$ cat config.mk
export PLATFORM = sky130hd
export DESIGN_NAME = ifu_fetch
export DESIGN_NICKNAME = d
export VERILOG_FILES = /design/src/rtl/ifu_fetch.sv
export SDC_FILE = /design/constraint.sdc
export NUM_CORES = 1
export LEC_CHECK = 0
export CAP_MARGIN = 25
export CORE_UTILIZATION = 50
export CTS_CLUSTER_DIAMETER = 80
export DETAILED_ROUTE_END_ITERATION = 16
export DONT_BUFFER_PORTS = 1
export GPL_TIMING_DRIVEN = 0
export PLACE_DENSITY_LB_ADDON = 0.08
export RECOVER_POWER = 25
export REMOVE_ABC_BUFFERS = 1
export SYNTH_ARGS = -nofsm -noshare
export SYNTH_HDL_FRONTEND = slang
export SYNTH_SLANG_ARGS = --single-unit
$ cat constraint.sdc
create_clock -name clk -period 2.25 [get_ports clk]
set_input_delay 0.45 -clock clk [delete_from_list [all_inputs] [get_ports clk]]
set_output_delay 0.45 -clock clk [all_outputs]
set_load 0.1 [all_outputs]
$ cat src/rtl/ifu_fetch.sv
// ifu_fetch - instruction-fetch stage in front of the RV32I execute core.
//
// Takes one fetch PC at a time from the core, issues a single read on the memory
// address/data handshake and returns the instruction word with an error flag.
// Misaligned PCs, non-OK read responses and read timeouts all return inst_err=1, inst=0.
// All outputs are registered.
//
// Optional feature: define IFU_LASTHIT_EN to add a one-entry {valid, pc, word} buffer
// that answers a repeated fetch of the last successfully read PC without a bus access.
//
// Ports:
//   clk, reset                  clock; synchronous active-high reset
//   fetch_valid/ready, fetch_pc core -> IFU fetch request
//   flush                       drop in-flight fetch, invalidate buffer
//   mem_ar*                     read address channel (request)
//   mem_r*                      read data channel (rresp 00 = OK)
//   inst_valid/ready, inst,     IFU -> core instruction, its PC and error flag
//   inst_pc, inst_err
module ifu_fetch #(
    parameter int unsigned ADDR_W  = 32,
    parameter int unsigned TIMEOUT = 255,  // 0 disables the read timeout
    parameter int unsigned CNT_W   = 8
) (
    input  logic              clk,
    input  logic              reset,
    input  logic              fetch_valid,
    output logic              fetch_ready,
    input  logic [ADDR_W-1:0] fetch_pc,
    input  logic              flush,
    output logic              mem_arvalid,
    input  logic              mem_arready,
    output logic [ADDR_W-1:0] mem_araddr,
    input  logic              mem_rvalid,
    output logic              mem_rready,
    input  logic [31:0]       mem_rdata,
    input  logic [1:0]        mem_rresp,
    output logic              inst_valid,
    input  logic              inst_ready,
    output logic [31:0]       inst,
    output logic [ADDR_W-1:0] inst_pc,
    output logic              inst_err
);

    typedef enum logic [1:0] {StIdle, StReq, StWait, StResp} state_e;

    // Counter value seen in the last WAIT cycle before the timeout fires.
    localparam logic [CNT_W-1:0] TimeoutLast = CNT_W'(TIMEOUT - 1);

    state_e             state_q, state_d;
    logic               drop_q, drop_d;
    logic [CNT_W-1:0]   cnt_q, cnt_d;
    logic [ADDR_W-1:0]  araddr_d, inst_pc_d;
    logic [31:0]        inst_d;
    logic               inst_err_d;
    logic               timeout_hit;

`ifdef IFU_LASTHIT_EN
    logic               lh_valid_q, lh_valid_d;
    logic [ADDR_W-1:0]  lh_pc_q, lh_pc_d;
    logic [31:0]        lh_word_q, lh_word_d;
`endif

    always_comb begin
        timeout_hit = (TIMEOUT != 0) && (cnt_q == TimeoutLast);
    end

    always_comb begin
        state_d    = state_q;
        drop_d     = drop_q;
        cnt_d      = cnt_q;
        araddr_d   = mem_araddr;
        inst_pc_d  = inst_pc;
        inst_d     = inst;
        inst_err_d = inst_err;
`ifdef IFU_LASTHIT_EN
        lh_valid_d = lh_valid_q;
        lh_pc_d    = lh_pc_q;
        lh_word_d  = lh_word_q;
`endif

        unique case (state_q)
            StIdle: begin
                if (fetch_valid && !flush) begin
                    inst_pc_d = fetch_pc;
                    if (fetch_pc[1:0] != 2'b00) begin
                        inst_d     = '0;
                        inst_err_d = 1'b1;
                        state_d    = StResp;
`ifdef IFU_LASTHIT_EN
                    end else if (lh_valid_q && (lh_pc_q == fetch_pc)) begin
                        inst_d     = lh_word_q;
                        inst_err_d = 1'b0;
                        state_d    = StResp;
`endif
                    end else begin
                        araddr_d = fetch_pc;
                        state_d  = StReq;
                    end
                end
            end
            StReq: begin
                // An issued request cannot be withdrawn; remember to discard its response.
                if (flush) drop_d = 1'b1;
                if (mem_arready) begin
                    cnt_d   = '0;
                    state_d = StWait;
                end
            end
            StWait: begin
                cnt_d = cnt_q + CNT_W'(1);
                if (mem_rvalid || timeout_hit) begin
                    if (drop_q || flush) begin
                        drop_d  = 1'b0;
                        state_d = StIdle;
                    end else begin
                        state_d = StResp;
                        if (mem_rvalid) begin
                            inst_err_d = (mem_rresp != 2'b00);
                            inst_d     = (mem_rresp == 2'b00) ? mem_rdata : 32'h0;
`ifdef IFU_LASTHIT_EN
                            if (mem_rresp == 2'b00) begin
                                lh_valid_d = 1'b1;
                                lh_pc_d    = inst_pc;
                                lh_word_d  = mem_rdata;
                            end
`endif
                        end else begin
                            inst_d     = '0;
                            inst_err_d = 1'b1;
                        end
                    end
                end else if (flush) begin
                    drop_d = 1'b1;
                end
            end
            StResp: begin
                if (flush || inst_ready) state_d = StIdle;
            end
            default: state_d = StIdle;
        endcase

`ifdef IFU_LASTHIT_EN
        if (flush) lh_valid_d = 1'b0;
`endif
    end

    always_ff @(posedge clk) begin
        if (reset) begin
            state_q     <= StIdle;
            drop_q      <= 1'b0;
            cnt_q       <= '0;
            fetch_ready <= 1'b1;
            mem_arvalid <= 1'b0;
            mem_rready  <= 1'b0;
            inst_valid  <= 1'b0;
            inst_err    <= 1'b0;
            inst        <= '0;
            inst_pc     <= '0;
            mem_araddr  <= '0;
        end else begin
            state_q     <= state_d;
            drop_q      <= drop_d;
            cnt_q       <= cnt_d;
            fetch_ready <= (state_d == StIdle);
            mem_arvalid <= (state_d == StReq);
            mem_rready  <= (state_d == StWait);
            inst_valid  <= (state_d == StResp);
            inst_err    <= inst_err_d;
            inst        <= inst_d;
            inst_pc     <= inst_pc_d;
            mem_araddr  <= araddr_d;
        end
    end

`ifdef IFU_LASTHIT_EN
    always_ff @(posedge clk) begin
        if (reset) begin
            lh_valid_q <= 1'b0;
            lh_pc_q    <= '0;
            lh_word_q  <= '0;
        end else begin
            lh_valid_q <= lh_valid_d;
            lh_pc_q    <= lh_pc_d;
            lh_word_q  <= lh_word_d;
        end
    end
`endif

endmodule

**After elaboration in Yosys (flattened, before gate mapping)**

Index checks and enable logic that the tools add are counted.

- Flip-flop bits (word level): 112
- Input port bits: 73
- Output and inout port bits: 101
- Logic and storage cells: 69

- $add $sub $neg: 1
- Eq/ne operators: 13
- Multiplexer cells: 26
- Bitwise gates (word level): 1
- Reduce and logical (&&, ||, !) cells: 17

Operators with widths:

| kind | number |
|---|---|
| $mux W32 | 6 |
| $pmux W32 S2 | 1 |
| $pmux W8 S2 | 1 |
| $mux W2 | 6 |
| $ne A2 B2 Y1 const B | 5 |
| $add A8 B1 Y8 const B | 1 |
| $eq A2 B2 Y1 const B | 4 |
| $eq A8 B8 Y1 const B | 1 |
| $mux W1 | 8 |
| $mux W8 | 1 |
| $pmux W2 S4 | 1 |
| $reduce_bool A2 Y1 | 4 |
| $logic_not A2 Y1 | 3 |
| $reduce_and A2 Y1 | 3 |
| $reduce_and A5 Y1 | 1 |
| $eq A2 B1 Y1 const B | 2 |
| $pmux W1 S2 | 2 |
| $logic_or A1 B1 Y1 | 3 |
| $ne A3 B3 Y1 const B | 1 |
| $reduce_and A3 Y1 | 1 |
| $logic_and A1 B1 Y1 | 1 |
| $logic_not A1 Y1 | 1 |
| $not A1 Y1 | 1 |

**Depth between registers and ports, before layout**

Gate-level depths: netlist (run 1).

- Depth after elaboration: 6
- Gate-level depth with buffers: 7
- Depth with buffers taken out: 6

**Least setup slack after synthesis (run 1)**

OpenSTA, ideal clock, no wires.

- Kind: input to register
- Start point: input port flush
- End point: register inst_err
- Library setup time: 0.074 ns
- Arrival time: 1.718 ns
- Data required time: 2.176 ns
- Slack: 0.458 ns
- Stages: 6
- Buffers on the path: 2
- Cell sequence: or4b_1 > buf_2 > nor3_4 > buf_6 > nor3_1 > nor3_2

- Word-level cells in the longest chain between the ends: 4
- Elaborated cells on any way between the ends: 6
- Those cells by class: 2 x eq/ne; 4 x reduce/logical

Ends and longest elaborated chain:

| what | line | text |
|---|---|---|
| from (decl) | 29 | `input logic flush,` |
| $logic_not A1 Y1 | 83 | `if (fetch_valid && !flush) begin` |
| $logic_and A1 B1 Y1 | 83 |  |
| $ne A2 B2 Y1 (no source line) | - |  |
| $reduce_and A5 Y1 (no source line) * | - |  |
| to (signal assigned) | 168 | `inst_err <= inst_err_d;` |
| to (decl) | 41 | `output logic inst_err` |

Every way passes the cells marked *; elsewhere a longest branch is shown, timed or not.
A chain may end at the register's enable or synchronous reset.

**Worst setup path after layout (run 1)**

- Start point: register state_q[0]
- End point: register inst[13]

- Word-level cells in the longest chain between the ends: 3
- Elaborated cells on any way between the ends: 9
- Those cells by class: 5 x eq/ne; 1 x mux; 3 x reduce/logical

Ends and longest elaborated chain:

| what | line | text |
|---|---|---|
| from (decl) | 49 | `state_e state_q, state_d;` |
| from (signal assigned) | 149 | `state_q <= StIdle;` |
| from (signal assigned) | 161 | `state_q <= state_d;` |
| $eq A2 B2 Y1 or $logic_not A2 Y1 (tied branches) | 81 | `unique case (state_q)` |
| $ne A2 B2 Y1 (no source line) or $reduce_bool A2 Y1 (tied branches) | - |  |
| $reduce_and A5 Y1 (no source line) | - |  |
| to (signal assigned) | 169 | `inst <= inst_d;` |
| to (decl) | 39 | `output logic [31:0] inst,` |

Several ways; a longest one is shown, not always the timed one.

==> impl_metrics.yaml, run 1 <==
global_route:
  grt_use_met2: 0.393
  globalRouteMet3Util: 0.101
  grt_max_degree: 113
  grt-ovfl-total: 0
  grt_usage: 0.238
  globalRouteMet1Util: 0.281
  grt_pass1_vias: 3457
  grt_pass1_wl_mm: 17.0
  busiest_layer: "met2"
  antenna_found_initial: 0
sta:
  fin_crit_ns: 2.08
  tightest_slew_ns: 1.02
  timing.setup.tns_ns: 0
  setup-violations-final: 0
  clock.fmax_mhz: 480
  timing.slew.headroom: 0.318
  slew_violations: 0
  rsz0062_at_grt: "false"
  fin_crit_sh: 0.926
  skew_ns: 0.0126
  hold_viol: 0
  whs_ns: 0.143
cells_and_area:
  regArea_um2: 2240
  finalInstanceArea_um2: 4860
  nets: 582
  diodes: 0
  drive_gt1_frac: 0.0859
  multiInputGateArea_um2: 2020
  stdcell_count: 620
  fill_cells: 794
  areaGrowthSynthToFinish_pct: 9.32
worst_setup_path:
  required_ns: 2.54
  cp_cell_sequence: "or4b_4 > nor3_4 > buf_8 > o211ai_1 > a21oi_1"
  slowest_delay_ns: 0.72
  cp.arrival_ns: 2.37
  path_class: "reg2reg"
  cp_max_fo: 19
  critPathCaptureType: "flop"
  cpMaxStageDelayCell: "or4b_4"
  start_kind: "flop"
detailed_routing:
  drtIter0Drc: 140
  drc_errors: 0
  vias_per_cell: 6.05
  firstDrtPassIters: 4
  wl_per_cell_um: 18.4
  vias: 3750
  antenna_left: 0
  wl_mm: 11.4
yosys:
  yosys_warnings: 0
  ys_ff_latch: 112
  syn_avg_cell_area_um2: 8.45
  postSynthCellCount: 526
  ys_types: 45
  syn_area_um2: 4440
  yosysSeqAreaShare: 0.505
power:
  power_switching_w: 0.00134
  leakagePower_nw: 1.54
  switching_share: 0.341
  pwr-share-comb: 0.077
  powerDensity_nw_per_um2: 807
  peakVddDrop_uv: 418
  power.total_w: 0.00392
  clkPwrFrac: 0.288
  internal_power_w: 0.00258
  p_seq_frac: 0.634
placement:
  numPortBuffers: 0
  placed_cells: 597
  hpwlAfterDp_mm: 7.15
  gp_congestion: 0.760
  placed_area_um2: 4600
die:
  rows: 34
  die_h_um: 96.3
  die_area_um2: 9270
  dieWidth_um: 96.3
  io_pins: 174
  core_um2: 8680
  start_util: 0.512
outcome:
  status: "completed"
min_path:
  hp-class: "in2reg"
clock_tree:
  cts.htree.levels: 3
  cts.clk_slew.worst_paths_ns: 0.11
  cts_sinks: 112
  tritoncts: "yes"
  cts_buffer_depth: 2
  cts_root_buf: "clkbuf_8"
  cts_made_buffers: 9
  clock_latency_ns: 0.36
job:
  drv_cap: 0
## kinds of logic after synthesis
logic type,synth area share
DFF,0.505
buffers and inverters,0.0541
muxes,0.00479
adders and majority gates,0.00563
AOI/OAI and AO/OA,0.254
and+or+nand+nor,0.175
xor gates and xnor gates,0.00197
## layout make-up
class                      instances  share of cell area
multi-input combinational        363               0.415
timing repair buffer              16              0.0536
tap                              108              0.0278
inverter                           5             0.00386
clock buffer                      10              0.0263
clock inverter                     6              0.0116
sequential                       112               0.462
## power groups by stage
stage / Combinational (W) / Sequential, W / Clock, W
final: 0.000303 / 0.00249 / 0.00113
after global routing: 0.000333 / 0.00250 / 0.00124
after CTS: 0.000311 / 0.00249 / 0.00115
after detailed placement: 0.000286 / 0.00253 / 0
after global placement: 0.000232 / 0.00253 / 0
after floorplan: 0.000181 / 0.00251 / 0
## cell usage after synthesis (all sizes together)
cell / n / area, um2
o22ai: 1 / 20.0
o2111ai: 1 / 8.76
or4b: 2 / 20.0
nor4bb: 1 / 10.0
and2: 1 / 6.26
nor3b: 4 / 30.0
nand4: 2 / 12.5
o21a: 2 / 15.0
clkbuf: 32 / 120
a211oi: 1 / 7.51
or3: 1 / 6.26
nand3: 4 / 20.0
nand2b: 2 / 12.5
o2111a: 1 / 11.3
o211ai: 64 / 480
ha: 2 / 25.0
o31a: 1 / 8.76
mux2i: 1 / 10.0
a311oi: 2 / 17.5
nor3: 7 / 56.3
nand3b: 1 / 7.51
inv: 5 / 18.8
a31oi: 1 / 6.26
nand2: 131 / 492
mux2: 1 / 11.3
a21oi: 99 / 495
nor4b: 1 / 15.0
or3b: 1 / 8.76
nor4: 2 / 18.8
o21ai: 7 / 35.0
nor2b: 2 / 12.5
and3: 1 / 6.26
a22oi: 1 / 7.51
nor2: 11 / 41.3
a221oi: 1 / 8.76
a21o: 1 / 7.51
buf: 15 / 101
dfxtp: 112 / 2240
xnor2: 1 / 8.76
## worst paths after layout
kind	start	to	slack, ns	depth (start not counted)
max reg2reg	state_q[0]$_SDFF_PP0_	inst[13]$_SDFFE_PP0P_	0.17	5
max	state_q[0]$_SDFF_PP0_	inst[13]$_SDFFE_PP0P_	0.17	5
min reg2reg	cnt_q[7]$_SDFFE_PP0P_	cnt_q[7]$_SDFFE_PP0P_	0.50	1
min	reset	mem_araddr[5]$_SDFFE_PP0P_	0.14	1
## routing by layer
layer	share of wire	up-vias	routed length [um]
met5	0	-	0
met4	0.0095	0	109
met3	0.10	12	1150
met2	0.48	138	5440
met1	0.41	1791	4730
li1	-	1809	-
## flip-flops by register name, summed over array words and instances (netlist names)
signal	count
inst	32
inst_pc	32
mem_araddr	32
cnt_q	8
state_q	2
drop_q	1
fetch_ready	1
inst_err	1
inst_valid	1
mem_arvalid	1
mem_rready	1
## worst max-delay path: cells and delay by family, from the launching register on
kind,cells,cell delay (ns)
AOI/OAI and AO/OA,2,0.26
buffers and inverters,1,0.21
DFF,1,0.49
and+or+nand+nor,2,1.04
## per-stage QoR
step	util	worst slack [ns]
6_report	0.560	0.166
5_1_grt	0.560	0.0329
4_1_cts	0.562	0.118
3_5_place_dp	0.530	-0.383
3_3_place_gp	0.502	-3.53
2_1_floorplan	-	-1.44
## cells in the final DEF, fill, tap and decap left out, types with 2 or more instances in the layout
cell type	n
nand2_1	131
dfxtp_1	111
a21oi_1	99
o211ai_1	64
nor2_1	11
clkbuf_8	9
o21ai_0	6
inv_1	5
buf_8	5
nand3_1	4
nor3_1	4
nor3b_1	4
buf_16	4
buf_4	4
clkinv_4	3
or4b_4	2
nor3_4	2
nand4_1	2
nand2b_1	2
nor2b_1	2
a311oi_1	2
o21a_1	2
o22ai_4	2
ha_1	2
buf_12	2
## repair_timing
| item | CTS | global route |
|---|---|---|
| endpoints found under the setup margin | 56 | 17 |
| gates resized for setup | 3 | 1 |
| setup buffers | 6 | 0 |
| cloned | 1 | 0 |
| hold buffers | 0 | 0 |
| pin swaps | 4 | 0 |
No activity file was read; power rests on OpenSTA's default activity.
==> run 2, diff against run 1 <==
--- a/config.mk
+++ b/config.mk
@@ -14,6 +14,7 @@
 export PLACE_DENSITY_LB_ADDON = 0.08
 export RECOVER_POWER = 25
 export REMOVE_ABC_BUFFERS = 1
+export SKIP_CTS_REPAIR_TIMING = 1
 export SYNTH_ARGS = -nofsm -noshare
 export SYNTH_HDL_FRONTEND = slang
 export SYNTH_SLANG_ARGS = --single-unit
==> impl_metrics.yaml, run 2 (synthesis gave the netlist of run 1 again) <==
outcome:
  status: "completed"
global_route:
  grt-ovfl-total: 0
  grt_max_degree: 113
  grt_pass1_wl_mm: 16.5
  antenna_found_initial: 0
  grt_usage: 0.229
  grt_pass1_vias: 3396
sta:
  tightest_slew_ns: 1.02
  timing.setup.tns_ns: 0
  slew_violations: 0
  fin_crit_sh: 0.933
  clock.fmax_mhz: 477
  hold_viol: 0
  timing.slew.headroom: 0.319
  skew_ns: 0.0125
  fin_crit_ns: 2.10
  rsz0062_at_grt: "false"
  setup-violations-final: 0
detailed_routing:
  wl_mm: 11.2
  firstDrtPassIters: 4
  vias: 3733
  wl_per_cell_um: 18.1
  vias_per_cell: 6.00
  antenna_left: 0
  drtIter0Drc: 157
  drc_errors: 0
die:
  die_h_um: 96.3
  dieWidth_um: 96.3
  rows: 34
  start_util: 0.512
  core_um2: 8680
  die_area_um2: 9270
  io_pins: 174
worst_setup_path:
  critPathLaunch: "state_q[0]$_SDFF_PP0_"
  reg2reg_from: "state_q[0]$_SDFF_PP0_"
  required_ns: 2.54
  critPathCaptureType: "flop"
  path_class: "reg2reg"
  cp.arrival_ns: 2.39
  cp_max_fo: 17
  start_kind: "flop"
  r2r_cells: 4
job:
  drv_cap: 0
clock_tree:
  tritoncts: "yes"
  cts_root_buf: "clkbuf_8"
  cts.htree.levels: 3
  cts_buffer_depth: 2
  cts.clk_slew.worst_paths_ns: 0.11
  cts_made_buffers: 9
  clock_latency_ns: 0.36
  cts_sinks: 112
cells_and_area:
  stdcell_count: 622
  finalInstanceArea_um2: 4860
  largestRegisters: "inst (32), inst_pc (32), mem_araddr (32)"
  drive_gt1_frac: 0.0895
  nets: 584
  diodes: 0
  final_common_cell: "nand2_1"
  mostFrequentLayoutCells: "nand2_1 (131), dfxtp_1 (111), a21oi_1 (99), o211ai_1 (64), nor2_1 (11)"
  areaGrowthSynthToFinish_pct: 9.38
  multiInputGateArea_um2: 2020
  fill_cells: 790
  regArea_um2: 2240
min_path:
  whs_path_depth: 1
  hp-start: "reset"
  hp-class: "in2reg"
placement:
  placed_cells: 597
  hpwlAfterDp_mm: 7.15
  numPortBuffers: 0
  gp_congestion: 0.760
  placed_area_um2: 4600
power:
  leakagePower_nw: 1.55
  peakVddDrop_uv: 419
  powerDensity_nw_per_um2: 805
  power.total_w: 0.00391
==> run 2: metrics by stage <==
stage / hold WS (ns) / setup slack, ns / util
2_1_floorplan: 0.441 / -1.44 / -
3_3_place_gp: 0.457 / -3.53 / 0.502
3_5_place_dp: 0.484 / -0.383 / 0.530
4_1_cts: 0.127 / -0.414 / 0.551
5_1_grt: 0.106 / 0.0339 / 0.560
6_report: 0.142 / 0.152 / 0.560
==> run 2: cell type report <==
cell class                      count  area share
Sequential cell                   112       0.462
Clock inverter                      6      0.0116
Multi-Input combinational cell    363       0.415
Tap cell                          108      0.0278
Timing Repair Buffer               18      0.0541
Clock buffer                       10      0.0263
Inverter                            5     0.00386
==> run 2: critical path, cell delays in order (launching register included) <==
cell and delay [ns]:
dfxtp_1 0.49, or4b_4 0.72, o22ai_4 0.50, o211ai_1 0.15
a21oi_1 0.17
==> run 2: final timing paths <==
kind	to	slack, ns
setup / recovery	inst[31]$_SDFFE_PP0P_	0.15
hold / removal	mem_araddr[5]$_SDFFE_PP0P_	0.14
setup reg to reg	inst[31]$_SDFFE_PP0P_	0.15
hold reg to reg	cnt_q[7]$_SDFFE_PP0P_	0.50
==> run 2: metal layers <==
metal,vias up,track usage,part of all wire
li1,1820,-,-
met1,1762,0.274,0.41
met2,138,0.370,0.47
met3,13,0.100,0.11
met4,0,0.0634,0.011
met5,-,0,0
==> run 2: power by group <==
part | internal (W) | total [W] | leakage [nW] | switching, W
clock network | 0.000422 | 0.00113 | 0.0936 | 0.000706
logic | 0.000115 | 0.000299 | 0.549 | 0.000185
registers | 0.00204 | 0.00249 | 0.908 | 0.000443
